`config.mk`:
```
export PLATFORM = sky130hd
export DESIGN_NAME = counter8
export DESIGN_NICKNAME = d
export VERILOG_FILES = /design/src/rtl/counter8_pkg.sv /design/src/rtl/seg7_decoder.sv /design/src/rtl/counter8.sv
export SDC_FILE = /design/constraint.sdc
export NUM_CORES = 1
export LEC_CHECK = 0
export BUFFER_PORTS_ARGS = -buffer_cell sky130_fd_sc_hd__buf_2
export CAP_MARGIN = 20
export CORE_AREA = 2 2 39 41
export CTS_BUF_LIST = sky130_fd_sc_hd__clkbuf_8
export DETAILED_ROUTE_END_ITERATION = 16
export DIE_AREA = 0 0 41 43
export REMOVE_ABC_BUFFERS = 1
export SLEW_MARGIN = 10
export SYNTH_ARGS = -nofsm -noshare
export SYNTH_HDL_FRONTEND = slang
export SYNTH_SLANG_ARGS = --single-unit
```
`constraint.sdc`:
```
create_clock -name CLK -period 2.7 [get_ports CLK]
set_input_delay 0 -clock CLK [delete_from_list [all_inputs] [get_ports CLK]]
set_output_delay 0 -clock CLK [all_outputs]
set_load 0.02 [all_outputs]
```
`src/rtl/counter8_pkg.sv`:
```
// counter8_pkg: shared count width and active-high seven-segment digit patterns
package counter8_pkg;
    localparam int CNT_W = 3;
    localparam logic [6:0] SEG_0 = 7'h3F;
    localparam logic [6:0] SEG_1 = 7'h06;
    localparam logic [6:0] SEG_2 = 7'h5B;
    localparam logic [6:0] SEG_3 = 7'h4F;
    localparam logic [6:0] SEG_4 = 7'h66;
    localparam logic [6:0] SEG_5 = 7'h6D;
    localparam logic [6:0] SEG_6 = 7'h7D;
    localparam logic [6:0] SEG_7 = 7'h07;
endpackage

```
`src/rtl/seg7_decoder.sv`:
```
// seg7_decoder: combinational 3-bit value to seven-segment pattern, bit 0 = a .. bit 6 = g
module seg7_decoder
    import counter8_pkg::*;
#(
    parameter bit SEG_ACTIVE_LOW = 1'b1
) (
    input  logic [CNT_W-1:0] value,
    output logic [6:0]       seg
);
    logic [6:0] seg_hi;
    always_comb begin
        seg_hi = SEG_0;
        unique case (value)
            3'd0: seg_hi = SEG_0;
            3'd1: seg_hi = SEG_1;
            3'd2: seg_hi = SEG_2;
            3'd3: seg_hi = SEG_3;
            3'd4: seg_hi = SEG_4;
            3'd5: seg_hi = SEG_5;
            3'd6: seg_hi = SEG_6;
            3'd7: seg_hi = SEG_7;
        endcase
    end
    // common-anode displays light a segment by pulling it low
    assign seg = SEG_ACTIVE_LOW ? ~seg_hi : seg_hi;
endmodule

```
`src/rtl/counter8.sv`:
```
// counter8: free-running 3-bit up-counter driving one seven-segment digit
module counter8
    import counter8_pkg::*;
#(
    parameter bit SEG_ACTIVE_LOW = 1'b1
) (
    input  logic             CLK,
    input  logic             rst_n,
    output logic [CNT_W-1:0] oQ,
    output logic [6:0]       oDisplay
);
    // rst_n is active-high despite its name
    always_ff @(posedge CLK)
        oQ <= rst_n ? '0 : oQ + CNT_W'(1);

    seg7_decoder #(.SEG_ACTIVE_LOW(SEG_ACTIVE_LOW)) u_dec (
        .value(oQ),
        .seg  (oDisplay)
    );
endmodule

```
==> impl_metrics.toml, run 1 <==
[finish]
mostFrequentLayoutCells = "buf_2 (11), dfxtp_1 (10), inv_1 (9)"
layout_commonest_cell = "buf_2"
diodes = 0
nFillCells = 134
drive_gt1_frac = 0.293
nNetsFinal = 67
syn2layout_area_growth_pct = 28.4

[placed_design]
gp_congestion = 0.673
port_buffers = 11
dp_hpwl_um = 489

[setup_path]
required_ns = 2.82
cp.arrival_ns = 1.96
critPathKind = "flip-flop to flip-flop"
crit_fanout = 6
critPathLaunchType = "flip-flop"
end_kind = "flip-flop"

[sta]
hold_viol_final = 0
period_share = 0.681
finalSetupViolCount = 0
holdWs_ns = 0.0691
rsz0062_at_grt = "false"
fmax_ghz = 0.544
worst_slew_pin_slew_ns = 0.358
clock_skew_ns = 0.00430
relSlewSlack = 0.760
layout_min_cycle_time_ns = 1.84
setup_tns_ns = 0
drv_slew = 0

[grt]
grt_pass1_vias = 290
grt_pass1_wl_um = 1190
grt_max_degree = 11
gr-total-overflow = 0
antenna_found_initial = 0
track_usage = 0.111

[yosys]
synth_cell_types = 17
yosysSeqAreaShare = 0.455
yosys_register_bits = 10
netlist_instances = 44
synthesis.area_um2 = 440
syn_avg_cell_area_um2 = 10.0
synth_warnings = 0

[pwr]
p_clk_frac = 0.430
powerDensity_mw_per_mm2 = 768
intPower_mw = 0.320
p_seq_frac = 0.390
p_sw_mw = 0.114
pwr-share-comb = 0.180
switching_share = 0.263
ir_drop_mv = 0.287
power_leakage_nw = 0.303

[clock_network]
cts_resized = 0
cts_setup_buffers = 0
cts_sinks = 10
holdBufCountCts = 0
cts_buffers = 3
cts_buffer_depth = 2
clk_latency_ns = 0.24
clk_pin_slew_ns = 0.05
h-tree-depth = 1
cts_tree = "done"
cts-root-buf = "clkbuf_8"

[floorplanning]
start_util = 0.318
die_area_mm2 = 0.00176
rows = 14
io_pins = 12
die-height_um = 43
die_w_um = 41
core_mm2 = 0.00138

[route]
final_antenna_net_count = 0
finalWirelength_um = 710
drt-pass1-iter-count = 1
drc = 0
drtIter0Drc = 0
vias = 310
viasPerCell = 4.19
routedWlPerCell_um = 9.59

[min_path]
hold_path_class = "input pin to flip-flop"

[status]
outcome = "completed"

[run]
drv_cap = 0
==> final timing paths <==
check	from	endpoint	slack [ns]	cells past startpoint
worst max-delay path	oQ[0]$_SDFF_PP0_	u_dec.seg_hi[1]$_SDFF_PN1_	0.86	5
worst min-delay path	rst_n	u_dec.seg_hi[6]$_DFF_P_	0.07	2
worst max register to register	oQ[0]$_SDFF_PP0_	u_dec.seg_hi[1]$_SDFF_PN1_	0.86	5
worst min register to register	oQ[0]$_SDFF_PP0_	u_dec.seg_hi[2]$_SDFF_PP1_	0.46	1
==> final cells by class <==
type	count	area, um2	share of cell area
Inverter	9	33.8	0.0597
Clock buffer	4	55.1	0.0973
Timing Repair Buffer	11	55.1	0.0973
Multi-Input combinational cell	24	201	0.356
Tap cell	16	20.0	0.0354
Sequential cell	10	200	0.354
==> layer usage <==
layer  up-vias  global-route usage  routed length [um]
li1        161                   -                   -
met1       135              0.0977                 284
met2        10               0.166                 354
met3         4              0.0471                  40
met4         0               0.120                  30
met5         -                   0                   0
==> flip-flops by register name (all words and copies together), names as in the netlist <==
| signal | cells |
|---|---|
| u_dec.seg_hi | 7 |
| oQ | 3 |
==> logic make-up after synthesis <==
| family | after synthesis | synth area share |
|---|---|---|
| AND/OR/NAND/NOR | 11 | 0.139 |
| buffers and inverters | 10 | 0.0881 |
| flip-flops | 10 | 0.455 |
| adder cells (fa/ha/maj) | 6 | 0.170 |
| AO/OA/AOI/OAI | 3 | 0.0455 |
| XOR/XNOR | 2 | 0.0568 |
| multiplexers | 2 | 0.0455 |
==> worst max-delay path, cell delays in order, from the launching register on <==
cell	delay [ns]
dfxtp_1	0.35
ha_1	0.33
nor2b_1	0.27
inv_1	0.12
ha_1	0.31
or3_1	0.35
==> through the flow <==
| stage | util | instances | instance area [um2] | total power, mW | setup WS [ns] |
|---|---|---|---|---|---|
| CTS | 0.409 | 74 | 566 | 0.439 | 0.851 |
| global route | 0.409 | 74 | 566 | 0.460 | 0.741 |
| finish | 0.409 | 74 | 566 | 0.435 | 0.862 |
| global placement | 0.369 | 70 | 510 | 0.250 | 0.940 |
| floorplan | - | 43 | 435 | 0.226 | 0.913 |
| detailed placement | 0.369 | 70 | 510 | 0.249 | 0.884 |
==> cell usage after synthesis <==
master | instances | area, um2
or3_1 | 1 | 6.26
o21ai_0 | 1 | 5.00
o31ai_1 | 1 | 7.51
mux2i_1 | 2 | 20.0
dfxtp_1 | 10 | 200
nand3_1 | 1 | 5.00
nor2_4 | 1 | 11.3
nand3b_1 | 1 | 7.51
inv_1 | 9 | 33.8
ha_1 | 6 | 75.1
a211oi_1 | 1 | 7.51
nor2b_1 | 2 | 12.5
nand2_1 | 2 | 7.51
buf_2 | 1 | 5.00
nor2_1 | 3 | 11.3
xor2_1 | 1 | 8.76
xnor2_2 | 1 | 16.3
==> power groups by stage <==
| stage | clock [mW] | sequential (mW) | combinational (mW) |
|---|---|---|---|
| floorplan | 0 | 0.176 | 0.0507 |
| global placement | 0 | 0.172 | 0.0780 |
| detailed placement | 0 | 0.172 | 0.0772 |
| CTS | 0.190 | 0.170 | 0.0791 |
| global route | 0.200 | 0.171 | 0.0884 |
| finish | 0.187 | 0.169 | 0.0783 |
Note: power is estimated with default switching activity, not from simulation.
==> run 2, diff against run 1 <==
==> constraint.sdc (replaced) <==
create_clock -name CLK -period 1.6 [get_ports CLK]
set_input_delay 0 -clock CLK [delete_from_list [all_inputs] [get_ports CLK]]
set_output_delay 0 -clock CLK [all_outputs]
set_load 0.02 [all_outputs]
==> run 2 against run 1 <==
  * Wire length up 3.1%
  * Sequential share of layout area is 2.1 points lower
  * Setup slack worse by 0.76 ns
  * Final area grew 6.4%
  * Clock power is 38% higher
  * Global-route usage down 1.0 points
  * Clock skew decreased by 0.0034 ns
  * Total power rose by 62%
  * First-iteration DRC count unchanged
  * Critical endpoint unchanged
  * Largest cell class unchanged
  * Highest routed layer unchanged
==> impl_metrics.toml, run 2 (synthesis gave the netlist of run 1 again) <==
[status]
outcome = "completed"

[floorplanning]
core_mm2 = 0.00138
io_pins = 12
rows = 14
die-height_um = 43
die_area_mm2 = 0.00176
start_util = 0.318
die_w_um = 41

[finish]
nNetsFinal = 71
diodes = 0
largest_register_ffs = 7
syn2layout_area_growth_pct = 36.6
fin_area_um2 = 602
mostFrequentLayoutCells = "buf_2 (11), dfxtp_1 (10), inv_1 (8)"
layout_commonest_cell = "buf_2"
drive_gt1_frac = 0.377
fin_util = 0.435

[sta]
period_share = 0.935
worst_slew_pin_slew_ns = 0.369
drv_slew = 0
clock_skew_ns = 0.000859
finalSetupViolCount = 0
layout_min_cycle_time_ns = 1.50
relSlewSlack = 0.753
fmax_ghz = 0.668
hold_viol_final = 0
rsz0062_at_grt = "false"
fin_ws_ns = 0.104

[route]
final_antenna_net_count = 0
viasPerCell = 4.23
finalWirelength_um = 732
drc = 0
routedWlPerCell_um = 9.51
drt-pass1-iter-count = 1
vias = 326
drtIter0Drc = 0

[pwr]
ir_drop_mv = 0.399
power_leakage_nw = 0.319
pwr-share-comb = 0.228
p_sw_mw = 0.194
intPower_mw = 0.509
p_seq_frac = 0.404
power_mw = 0.703
p_clk_frac = 0.368
powerDensity_mw_per_mm2 = 1170
switching_share = 0.276

[clock_network]
clk_latency_ns = 0.23
h-tree-depth = 1
cts_setup_buffers = 0
cts_buffer_depth = 2
clk_pin_slew_ns = 0.05
cts-root-buf = "clkbuf_8"
cts_sinks = 10
holdBufCountCts = 0
cts_buffers = 3
cts_tree = "done"

[setup_path]
rr_startpoint = "oQ[1]$_SDFF_PP0_"
crit_fanout = 2
reg2regPathDepth = 5
reg2reg_to = "u_dec.seg_hi[1]$_SDFF_PN1_"
max_stage_delay_ns = 0.35
ff2ff_setup_slack_ns = 0.10
cp-endpoint = "u_dec.seg_hi[1]$_SDFF_PN1_"
critical_path.cell_chain = "ha_1 -> nor2b_4 -> inv_2 -> ha_4 -> or3_1"
cp_slowest_cell = "or3_1"
end_kind = "flip-flop"
crit_start = "oQ[1]$_SDFF_PP0_"
required_ns = 1.71
critPathKind = "flip-flop to flip-flop"
critPathLaunchType = "flip-flop"
cp.arrival_ns = 1.61

[grt]
track_usage = 0.101
grt_max_degree = 11
gr-total-overflow = 0
grt_pass1_vias = 277
grt_pass1_wl_um = 1120
antenna_found_initial = 0

[placed_design]
pre_cts_slack_ns = 0.00265
placed_area_um2 = 541
gp_congestion = 0.703
port_buffers = 11
dp_hpwl_um = 537

[run]
drv_cap = 0

[min_path]
hold_path_class = "input pin to flip-flop"
run 2: area by class of cell:
| type | count | area, um2 |
|---|---|---|
| clock buffer | 3 | 41.3 |
| tap | 16 | 20.0 |
| sequential | 10 | 200 |
| fill | 136 | 782 |
| timing repair buffer | 15 | 85.1 |
| inverter | 9 | 33.8 |
| multi-input combinational | 24 | 221 |
run 2: critical path: cells and delay by family, from the launching register on:
kind	cells	cell delay [ns]
adders and majority gates	2	0.50
buffers and inverters	1	0.08
DFF	1	0.31
and+or+nand+nor	2	0.49
run 2: worst min-delay path by stage:
stage	startpoint	endpoint	slack, ns	cells after the start
floorplan	rst_n	oQ[1]$_SDFF_PP0_	0.07	1
global placement	rst_n	oQ[0]$_SDFF_PP0_	0.32	2
detailed placement	rst_n	oQ[1]$_SDFF_PP0_	0.32	2
CTS	rst_n	u_dec.seg_hi[6]$_DFF_P_	0.08	2
global route	rst_n	oQ[0]$_SDFF_PP0_	0.11	2
finish	rst_n	oQ[0]$_SDFF_PP0_	0.10	2
run 2: routing by layer:
metal	up-vias	GRT usage	wire length, um
li1	170	-	-
met5	-	0	0
met2	11	0.134	323
met3	5	0.0314	42
met1	140	0.106	324
met4	0	0.120	42
run 2: power groups by stage:
stage / sequential (mW) / clock, mW / combinational, mW
6_report: 0.284 / 0.258 / 0.161
5_1_grt: 0.287 / 0.279 / 0.179
4_1_cts: 0.284 / 0.262 / 0.152
3_5_place_dp: 0.289 / 0 / 0.150
3_3_place_gp: 0.289 / 0 / 0.149
2_1_floorplan: 0.297 / 0 / 0.0855
run 2: what timing repair did:
item	in CTS	in global routing
setup endpoints to repair	1	1
pin swaps	0	1
resized for setup	1	3
endpoints found under the hold margin	0	0
run 2: metrics by stage:
step	TNS, ns	hold slack (ns)	cells
final	0	0.102	77
after global routing	0	0.108	77
after CTS	0	0.0809	77
after detailed placement	0	0.319	74
after global placement	0	0.318	74
after floorplan	-0.187	0.0716	43
